`src/rtl/lcd_write_controller_if.sv`:
```
`default_nettype none
//------------------------------------------------------------------------------
// Module   : lcd_write_controller_if
// Brief    : Command/handshake and LCD pin bundle for lcd_write_controller.
//            The master side issues command words; the slave side is the
//            controller that drives the LCD pins.
// Revision : 1.0 - initial release
//------------------------------------------------------------------------------
interface lcd_write_controller_if;
   logic [9:0] lcd_data;   // [9]=RS, [8]=reserved, [7:0]=DB
   logic       start;
   logic       finish;
   logic       ready;
   logic       lcd_rs;
   logic       lcd_rw;
   logic       lcd_e;
   logic [7:0] lcd_db;

   modport master (
      output lcd_data, start,
      input  finish, ready, lcd_rs, lcd_rw, lcd_e, lcd_db
   );

   modport slave (
      input  lcd_data, start,
      output finish, ready, lcd_rs, lcd_rw, lcd_e, lcd_db
   );
endinterface
`default_nettype wire

```
`src/rtl/lcd_write_controller.sv`:
```
`default_nettype none
//------------------------------------------------------------------------------
// Module   : lcd_write_controller
// Brief    : HD44780-compatible 8-bit write sequencer. Runs the power-on init
//            sequence, then accepts one command/data word per start strobe
//            and returns a one-cycle finish pulse when the write has settled.
// Revision : 1.0 - initial release
//------------------------------------------------------------------------------
module lcd_write_controller #(
   parameter int SETUP_CYC     = 2,
   parameter int E_HIGH_CYC    = 12,
   parameter int HOLD_CYC      = 2,
   parameter int EXEC_CYC      = 2000,
   parameter int LONG_EXEC_CYC = 80000,
   parameter int INIT_WAIT_CYC = 750000,
   parameter int CNT_W         = 20
) (
   input  wire logic                   clk,
   input  wire logic                   rst,   // asynchronous, active low
   lcd_write_controller_if.slave       bus
);

   typedef enum logic [2:0] {
      S_INIT_WAIT = 3'd0,
      S_SETUP     = 3'd1,
      S_E_HIGH    = 3'd2,
      S_HOLD      = 3'd3,
      S_EXEC      = 3'd4,
      S_DONE      = 3'd5,
      S_IDLE      = 3'd6
   } state_t;

   // Counter reload values: a state lasting N cycles is entered with N-1.
   localparam logic [CNT_W-1:0] SETUP_LD     = CNT_W'(SETUP_CYC - 1);
   localparam logic [CNT_W-1:0] E_HIGH_LD    = CNT_W'(E_HIGH_CYC - 1);
   localparam logic [CNT_W-1:0] HOLD_LD      = CNT_W'(HOLD_CYC - 1);
   localparam logic [CNT_W-1:0] EXEC_LD      = CNT_W'(EXEC_CYC - 1);
   localparam logic [CNT_W-1:0] LONG_EXEC_LD = CNT_W'(LONG_EXEC_CYC - 1);
   // The counter comes out of reset at zero, so the first INIT_WAIT cycle
   // only arms it; the remaining INIT_WAIT_CYC-1 cycles are counted down.
   localparam logic [CNT_W-1:0] INIT_ARM_LD  = CNT_W'(INIT_WAIT_CYC - 2);
   localparam logic [CNT_W-1:0] CNT_ONE      = CNT_W'(1);

   state_t           state_q, state_d;
   logic [CNT_W-1:0] cnt_q, cnt_d;
   logic [1:0]       init_idx_q, init_idx_d;
   logic             init_done_q, init_done_d;
   logic             armed_q, armed_d;
   logic             rs_q, rs_d;
   logic [7:0]       db_q, db_d;
   logic             e_q, e_d;
   logic             finish_q, finish_d;
   logic             ready_q, ready_d;

   logic             cnt_zero;
   logic             long_exec;
   logic             reserved_unused;

   // Bit 8 of the command word carries no meaning for this block.
   assign reserved_unused = bus.lcd_data[8];

   // Power-on init commands: function set, display on, clear, entry mode.
   function automatic logic [7:0] init_cmd(input logic [1:0] idx);
      case (idx)
         2'd0:    init_cmd = 8'h38;
         2'd1:    init_cmd = 8'h0C;
         2'd2:    init_cmd = 8'h01;
         default: init_cmd = 8'h06;
      endcase
   endfunction

   assign cnt_zero = (cnt_q == '0);
   // Clear display (0x01) and return home (0x02/0x03) need the long wait.
   assign long_exec = !rs_q && (db_q[7:2] == 6'd0) && (db_q[1:0] != 2'd0);

   // Next-state, counter and latched-bus logic.
   always_comb begin
      state_d     = state_q;
      cnt_d       = cnt_zero ? cnt_q : (cnt_q - CNT_ONE);
      init_idx_d  = init_idx_q;
      init_done_d = init_done_q;
      armed_d     = armed_q;
      rs_d        = rs_q;
      db_d        = db_q;

      case (state_q)
         S_INIT_WAIT: begin
            if ((armed_q && cnt_zero) || (!armed_q && (INIT_WAIT_CYC < 2))) begin
               state_d = S_SETUP;
               cnt_d   = SETUP_LD;
               rs_d    = 1'b0;
               db_d    = init_cmd(init_idx_q);
               armed_d = 1'b1;
            end else if (!armed_q) begin
               armed_d = 1'b1;
               cnt_d   = INIT_ARM_LD;
            end
         end
         S_SETUP: begin
            if (cnt_zero) begin
               state_d = S_E_HIGH;
               cnt_d   = E_HIGH_LD;
            end
         end
         S_E_HIGH: begin
            if (cnt_zero) begin
               state_d = S_HOLD;
               cnt_d   = HOLD_LD;
            end
         end
         S_HOLD: begin
            if (cnt_zero) begin
               state_d = S_EXEC;
               cnt_d   = long_exec ? LONG_EXEC_LD : EXEC_LD;
            end
         end
         S_EXEC: begin
            if (cnt_zero) begin
               if (init_done_q) begin
                  state_d = S_DONE;
               end else if (init_idx_q == 2'd3) begin
                  state_d     = S_IDLE;
                  init_done_d = 1'b1;
               end else begin
                  state_d    = S_SETUP;
                  cnt_d      = SETUP_LD;
                  init_idx_d = init_idx_q + 2'd1;
                  rs_d       = 1'b0;
                  db_d       = init_cmd(init_idx_q + 2'd1);
               end
            end
         end
         S_DONE: begin
            state_d = S_IDLE;
         end
         S_IDLE: begin
            if (bus.start) begin
               state_d = S_SETUP;
               cnt_d   = SETUP_LD;
               rs_d    = bus.lcd_data[9];
               db_d    = bus.lcd_data[7:0];
            end
         end
         default: begin
            state_d = S_INIT_WAIT;
            cnt_d   = '0;
         end
      endcase
   end

   // Outputs are registered from the next state so they line up with it.
   always_comb begin
      e_d      = (state_d == S_E_HIGH);
      finish_d = (state_d == S_DONE);
      ready_d  = (state_d == S_IDLE);
   end

   // State, counter and output registers; reset aborts any transfer.
   always_ff @(posedge clk or negedge rst) begin
      if (!rst) begin
         state_q     <= S_INIT_WAIT;
         cnt_q       <= '0;
         init_idx_q  <= 2'd0;
         init_done_q <= 1'b0;
         armed_q     <= 1'b0;
         rs_q        <= 1'b0;
         db_q        <= 8'h00;
         e_q         <= 1'b0;
         finish_q    <= 1'b0;
         ready_q     <= 1'b0;
      end else begin
         state_q     <= state_d;
         cnt_q       <= cnt_d;
         init_idx_q  <= init_idx_d;
         init_done_q <= init_done_d;
         armed_q     <= armed_d;
         rs_q        <= rs_d;
         db_q        <= db_d;
         e_q         <= e_d;
         finish_q    <= finish_d;
         ready_q     <= ready_d;
      end
   end

   assign bus.lcd_rs = rs_q;
   assign bus.lcd_db = db_q;
   assign bus.lcd_e  = e_q;
   assign bus.lcd_rw = 1'b0;
   assign bus.finish = finish_q;
   assign bus.ready  = ready_q;

endmodule
`default_nettype wire

```
`src/flat_wrapper.sv`:
```
// flat-port wrapper written by rule: the top's interface ports become plain ports
module lcd_write_controller_flat 
#(
   parameter int SETUP_CYC     = 2,
   parameter int E_HIGH_CYC    = 12,
   parameter int HOLD_CYC      = 2,
   parameter int EXEC_CYC      = 2000,
   parameter int LONG_EXEC_CYC = 80000,
   parameter int INIT_WAIT_CYC = 750000,
   parameter int CNT_W         = 20
)
  (clk, rst, bus_lcd_data, bus_start, bus_finish, bus_ready, bus_lcd_rs, bus_lcd_rw, bus_lcd_e, bus_lcd_db);
  lcd_write_controller_if bus_i ();
  input  wire logic clk;
  input  wire logic rst;
  input wire logic [$bits(bus_i.lcd_data)-1:0] bus_lcd_data;
  input wire logic [$bits(bus_i.start)-1:0] bus_start;
  output wire logic [$bits(bus_i.finish)-1:0] bus_finish;
  output wire logic [$bits(bus_i.ready)-1:0] bus_ready;
  output wire logic [$bits(bus_i.lcd_rs)-1:0] bus_lcd_rs;
  output wire logic [$bits(bus_i.lcd_rw)-1:0] bus_lcd_rw;
  output wire logic [$bits(bus_i.lcd_e)-1:0] bus_lcd_e;
  output wire logic [$bits(bus_i.lcd_db)-1:0] bus_lcd_db;
  assign bus_i.lcd_data = bus_lcd_data;
  assign bus_i.start = bus_start;
  assign bus_finish = bus_i.finish;
  assign bus_ready = bus_i.ready;
  assign bus_lcd_rs = bus_i.lcd_rs;
  assign bus_lcd_rw = bus_i.lcd_rw;
  assign bus_lcd_e = bus_i.lcd_e;
  assign bus_lcd_db = bus_i.lcd_db;
  lcd_write_controller #(.SETUP_CYC(SETUP_CYC), .E_HIGH_CYC(E_HIGH_CYC), .HOLD_CYC(HOLD_CYC), .EXEC_CYC(EXEC_CYC), .LONG_EXEC_CYC(LONG_EXEC_CYC), .INIT_WAIT_CYC(INIT_WAIT_CYC), .CNT_W(CNT_W)) u_core (.clk(clk), .rst(rst), .bus(bus_i));
endmodule
```
`config.mk`:
```
export PLATFORM = sky130hd
export DESIGN_NAME = lcd_write_controller_flat
export DESIGN_NICKNAME = d
export VERILOG_FILES = /design/src/rtl/lcd_write_controller_if.sv /design/src/rtl/lcd_write_controller.sv /design/src/flat_wrapper.sv
export SDC_FILE = /design/constraint.sdc
export NUM_CORES = 1
export LEC_CHECK = 0
export CORE_UTILIZATION = 56
export DETAILED_ROUTE_END_ITERATION = 6
export GPL_ROUTABILITY_DRIVEN = 1
export PLACE_DENSITY = 0.79
export SLEW_MARGIN = 15
export SYNTH_ARGS = -nofsm -noshare
export SYNTH_HDL_FRONTEND = slang
export SYNTH_SLANG_ARGS = --single-unit
```
`constraint.sdc`:
```
create_clock -name clk -period 3.41 [get_ports clk]
set_input_delay 0.682 -clock clk [delete_from_list [all_inputs] [get_ports clk]]
set_output_delay 0.682 -clock clk [all_outputs]
set_load 0.02 [all_outputs]
```
# Word level (Yosys, flattened, before mapping)
# Index checks and enable logic that the tools add are counted.
# word_totals
out_inout_bits,13
reg_bits,39
in_bits,13
# op_classes
n_eq_ne,19
muxes,37
add_sub_neg,2
reduce_logical,14
bitwise,2
# ops
operator,count
20-bit two-way mux,10
20-bit one-hot mux with 7 select lines,1
8-bit two-way mux,5
6-bit one-hot mux with 3 select lines,2
3-bit two-way mux,8
8-bit one-hot mux with 3 select lines,1
3-bit one-hot mux with 7 select lines,1
20-bit logical NOT,1
20-bit by 1-bit subtractor with 20-bit output (second input constant),1
17-bit two-way mux,1
3-bit equality test (second input constant),5
3-bit by 2-bit equality test with 1-bit output (second input constant),3
1-bit two-way mux,7
2-bit equality test (second input constant),3
6-bit logical NOT,1
2-bit != test (second input constant),3
6-bit AND reduction,1
2-bit by 1-bit equality test with 1-bit output (second input constant),2
2-bit logical NOT,2
2-bit by 1-bit != test with 1-bit output (second input constant),2
4-bit AND reduction,1
3-bit by 1-bit equality test with 1-bit output (second input constant),1
1-bit logical AND,3
3-bit logical NOT,1
7 further kinds,8

# Depth between registers and ports, before layout
# logic_depth
word_depth,7
depth_mapped,11

# Least setup slack after synthesis
# No wires, ideal clock.
# synth_path
kind,flip-flop to flip-flop
from,register u_core.cnt_q[5]
to,register u_core.cnt_q[19]
arrival_time_ns,2.299
period_less_slack_ns,2.432
required_time_ns,3.277
n_path_buf,1
slack_ns,0.978
stages_incl_launch_ff,8
cell_sequence,dfrtp_1 or4_1 buf_2 or3_1 or3_1 or3_1 xor2_1 o21ai_2
# synth_between
elab_chain_cells,6
elab_cells_between_ends,14
# synth_rtl
item,line,rtl
start: declaration,lcd_write_controller.sv:45,"logic [CNT_W-1:0] cnt_q, cnt_d;"
start signal: assignment,lcd_write_controller.sv:173,cnt_q <= cnt_d;
20-bit by 1-bit subtractor with 20-bit output or 20-bit logical NOT (tied branches),"lcd_write_controller.sv:79, lcd_write_controller.sv:72",
20-bit two-way mux,lcd_write_controller.sv:79,cnt_d = cnt_zero ? cnt_q : (cnt_q - CNT_ONE);
20-bit two-way mux,lcd_write_controller.sv:121,end else if (init_idx_q == 2'd3) begin
20-bit two-way mux,lcd_write_controller.sv:119,if (init_done_q) begin
20-bit two-way mux,lcd_write_controller.sv:118,if (cnt_zero) begin
20-bit one-hot mux with 7 select lines (*),lcd_write_controller.sv:86,case (state_q)
via u_core.cnt_d[19],lcd_write_controller.sv:45,
# Mark *: on every way through the listed nets, which the timed path passes. The rest lies on a longest branch.
# A chain may end at the register's enable or synchronous reset.

# Worst setup path after layout
# Ends and elaborated chain as after synthesis.

==> summary.md <==
| Metric | Value |
|---|---|
| Worst-path cell chain | `or4_1 > or3_1 > or3_1 > or3_1 > xor2_1 > o21ai_2` |
| Width of the die | `67.6 um` |
| Setup ws final | `between 0.6 and 0.7 ns` |
| Fin nets | `326` |
| Initial DRC Count | `219` |
| VDD IR max | `a little under 400 uV` |
| Clk slew on worst S/H paths | `0.08 ns` |
| Synth warn | `0` |
| Pwr dens | `between 600 and 700 mW/mm^2` |
| TritonCTS Buffers | `5` |
| Max Cap Violations | `0` |
| 1st-pass router iterations | `5` |
| Total power | `1.95 mW` |
| FF-to-FF path depth | `6` |
| Postcts setup bufs | `0` |
| Top cells by area, synth | `dfrtp_1, o21ai_0, ha_1, nand2_1, nor2_1` |
| Worst Tran Pin Value | `1.02 ns` |
| Initial Util | `0.594` |
| Min-Delay Path Class | `in2async` |
| Yosys cell types | `50` |
| Detailed-route wire length | `5.68 mm` |
| Ant diodes | `0` |
| Worst slew margin | `0.315` |
| Mapped Avg Cell Area | `8.58 sq um` |
| Placed cell areas | `0.00270 sq mm` |
| Largest net degree at the start of global routing | `40` |
| # setup viols final | `0` |
| Final hold violations | `0` |
| Vias in the first global route | `1871` |
| Initial antenna violation count | `0` |
| Synth area leader | `dfrtp_1` |
| DR WL/cell | `16.1 um` |
| Crit Path Category | `reg2reg` |
| Core box area | `0.00406 sq mm` |
| First-pass GRT wire length | `9.09 mm` |
| Via density | `6.10` |
| HPWL Detailed | `4.01 mm` |
| CP arrival | `2.87 ns` |
| Layout cells sized above 1 | `0.0691` |
| Setup crit start kind | `flip-flop` |
| Root buffer cell | `clkbuf_8` |
| Global Route Usage Sum | `0.271` |
| Design Area, Final | `0.00283 sq mm` |
| Overall die height | `about 68 um` |
| Most frequent cells in the layout | `dfrtp_1, nand2_1, o21ai_0, nor2_1, clkdlybuf4s50_1` |
| Cell family with most CP delay | `simple AND/OR/NAND/NOR gates` |
| Via count | `2159` |
| Maximum clock insertion buffer count | `2` |
| DR DRC count | `0` |
| P_leak | `1.15 nW` |
| Max Slew Vio Count | `0` |
| Max Clock Skew | `roughly 0.0064 ns` |
| Max incr delay on CP | `0.75 ns` |
| Post-CTS Resized | `0` |
| Status | `complete, no violations` |
| CP max-delay cell | `or4_1` |
| Post-synth top area share | `0.405` |
| Flop2flop setup slack | `0.70 ns` |
| Synthesized area | `between 0.002 and 0.0025 sq mm` |
| Remaining Overflow, GRT | `0` |
| Post-synthesis cell count | `281` |
| Total I/O pin count | `26` |
| Hold Buf Count CTS | `0` |
| Final ANT Viol Nets | `0` |
| CTS tree | `done` |
| Post-synthesis async set-or-reset flop share | `1.00` |
| Crit path time final | `2.71 ns` |
| CP endpoint kind | `flip-flop` |
| Part of the cycle the worst path needs | `0.796` |
| RSZ-0062 raised after global routing | `false` |
| Post-layout util | `0.697` |
| CTS sink count | `39` |
| Required @ worst endpoint | `3.57 ns` |
| Die ar. | `0.00457 sq mm` |
| Synthesized net count | `roughly 300` |
| Sequential area share after synthesis | `0.405` |
| # rows | `23` |
| Post-synth EDFFs | `0` |
| Cell mode on critical path | `or3_1` |
| Most common cell after layout, fill and taps aside | `dfrtp_1` |
| Reg-to-reg endpoint | `u_core.cnt_q[19]$_DFF_PN0_` |
| Worst R2R Start | `u_core.cnt_q[5]$_DFF_PN0_` |
| Fin Setup TNS | `0 ns` |
| RePlAce Congestion | `slightly above 0.9` |
| CP Max Fanout | `9` |
| Flops & latches, synth | `39` |
| Worst skew pair latency | `0.29 ns` |
| F_max | `369 MHz` |
| H-tree depth | `2` |
| Synth-to-layout area growth | `17.3%` |
| Top FF cell, synth | `dfrtp_1` |
| WP buf/inv | `0` |
| Pre-CTS WS | `0.761 ns` |
| I/O Buffers | `23` |
==> area by class of cell <==
cell class | instances | area, sq um
Clock buffer | 6 | 72.6
Clock inverter | 2 | 60.1
Fill cell | 321 | 1230
Inverter | 7 | 26.3
Multi-Input combinational cell | 220 | 1350
Sequential cell | 39 | 976
Tap cell | 50 | 62.6
Timing Repair Buffer | 30 | 278
==> power breakdown <==
| group | leakage [nW] | internal (mW) | total, mW | switching [mW] |
|---|---|---|---|---|
| sequential | 0.494 | 0.607 | 0.793 | 0.186 |
| combinational | 0.592 | 0.312 | 0.702 | 0.390 |
| clock | 0.0654 | 0.293 | 0.457 | 0.164 |
==> cell usage after synthesis (2+ instances only) <==
| cell | number |
|---|---|
| and2_1 | 2 |
| nor2_1 | 24 |
| clkbuf_1 | 11 |
| buf_2 | 2 |
| a21o_1 | 2 |
| xnor2_1 | 7 |
| a211oi_1 | 4 |
| nor4b_1 | 2 |
| a21boi_0 | 2 |
| nor2b_1 | 3 |
| or4_1 | 2 |
| o21ai_0 | 26 |
| nor4_1 | 8 |
| nand2b_1 | 5 |
| nand3_1 | 10 |
| a211o_1 | 2 |
| dfrtp_1 | 39 |
| inv_1 | 7 |
| xor2_1 | 7 |
| mux2i_1 | 2 |
| o22ai_1 | 2 |
| a21oi_1 | 13 |
| or3_1 | 10 |
| o31ai_1 | 6 |
| nand2_1 | 27 |
| o21a_1 | 2 |
| ha_1 | 10 |
| a31oi_1 | 8 |
| nor3_1 | 14 |
| nand4_1 | 2 |
==> layer usage <==
layer | wire [um] | part of all wire | global-route usage | vias up
met4 | 36 | 0.0063 | 0.0665 | 0
met3 | 304 | 0.054 | 0.0557 | 4
li1 | - | - | - | 1056
met1 | 2830 | 0.50 | 0.394 | 1021
met2 | 2510 | 0.44 | 0.403 | 78
met5 | 0 | 0 | 0 | -
==> stage by stage <==
stage / instances / hold WS, ns
final: 354 / 0.505
after global routing: 354 / 0.552
after CTS: 354 / 0.523
after detailed placement: 346 / 0.484
after global placement: 346 / 0.480
after floorplan: 281 / 0.386
==> cells by family (layout without fill, tap and decap cells) <==
family,count (synthesis),count (layout),share of synthesized area
muxes,3,3,0.0130
other,1,1,0.00156
AOI/OAI and AO/OA,78,78,0.204
buffers and inverters,22,45,0.0368
and+or+nand+nor,114,114,0.237
DFF,39,39,0.405
adders and majority gates,10,10,0.0519
xor gates and xnor gates,14,14,0.0509
==> how the worst max path moves through the flow <==
| stage | from | cells after the start | end | slack (ns) |
|---|---|---|---|---|
| after floorplan | u_core.cnt_q[5]$_DFF_PN0_ | 7 | u_core.cnt_q[19]$_DFF_PN0_ | 0.98 |
| after global placement | u_core.cnt_q[5]$_DFF_PN0_ | 6 | u_core.cnt_q[19]$_DFF_PN0_ | 0.77 |
| after detailed placement | u_core.cnt_q[5]$_DFF_PN0_ | 6 | u_core.cnt_q[19]$_DFF_PN0_ | 0.76 |
| after CTS | u_core.cnt_q[5]$_DFF_PN0_ | 6 | u_core.cnt_q[19]$_DFF_PN0_ | 0.73 |
| after global routing | u_core.cnt_q[12]$_DFF_PN0_ | 10 | u_core.cnt_q[0]$_DFF_PN0_ | 0.56 |
| final | u_core.cnt_q[5]$_DFF_PN0_ | 6 | u_core.cnt_q[19]$_DFF_PN0_ | 0.70 |
==> sequential cells by signal, summed over array words and instances, names as in the netlist <==
name and count:
u_core.init_done_q 1, u_core.init_idx_q 2, u_core.state_q 3, u_core.bus.finish 1
u_core.bus.lcd_e 1, u_core.bus.ready 1, u_core.bus.lcd_rs 1, u_core.armed_q 1
u_core.cnt_q 20, u_core.bus.lcd_db 8
(Power assumes the default switching activity.)
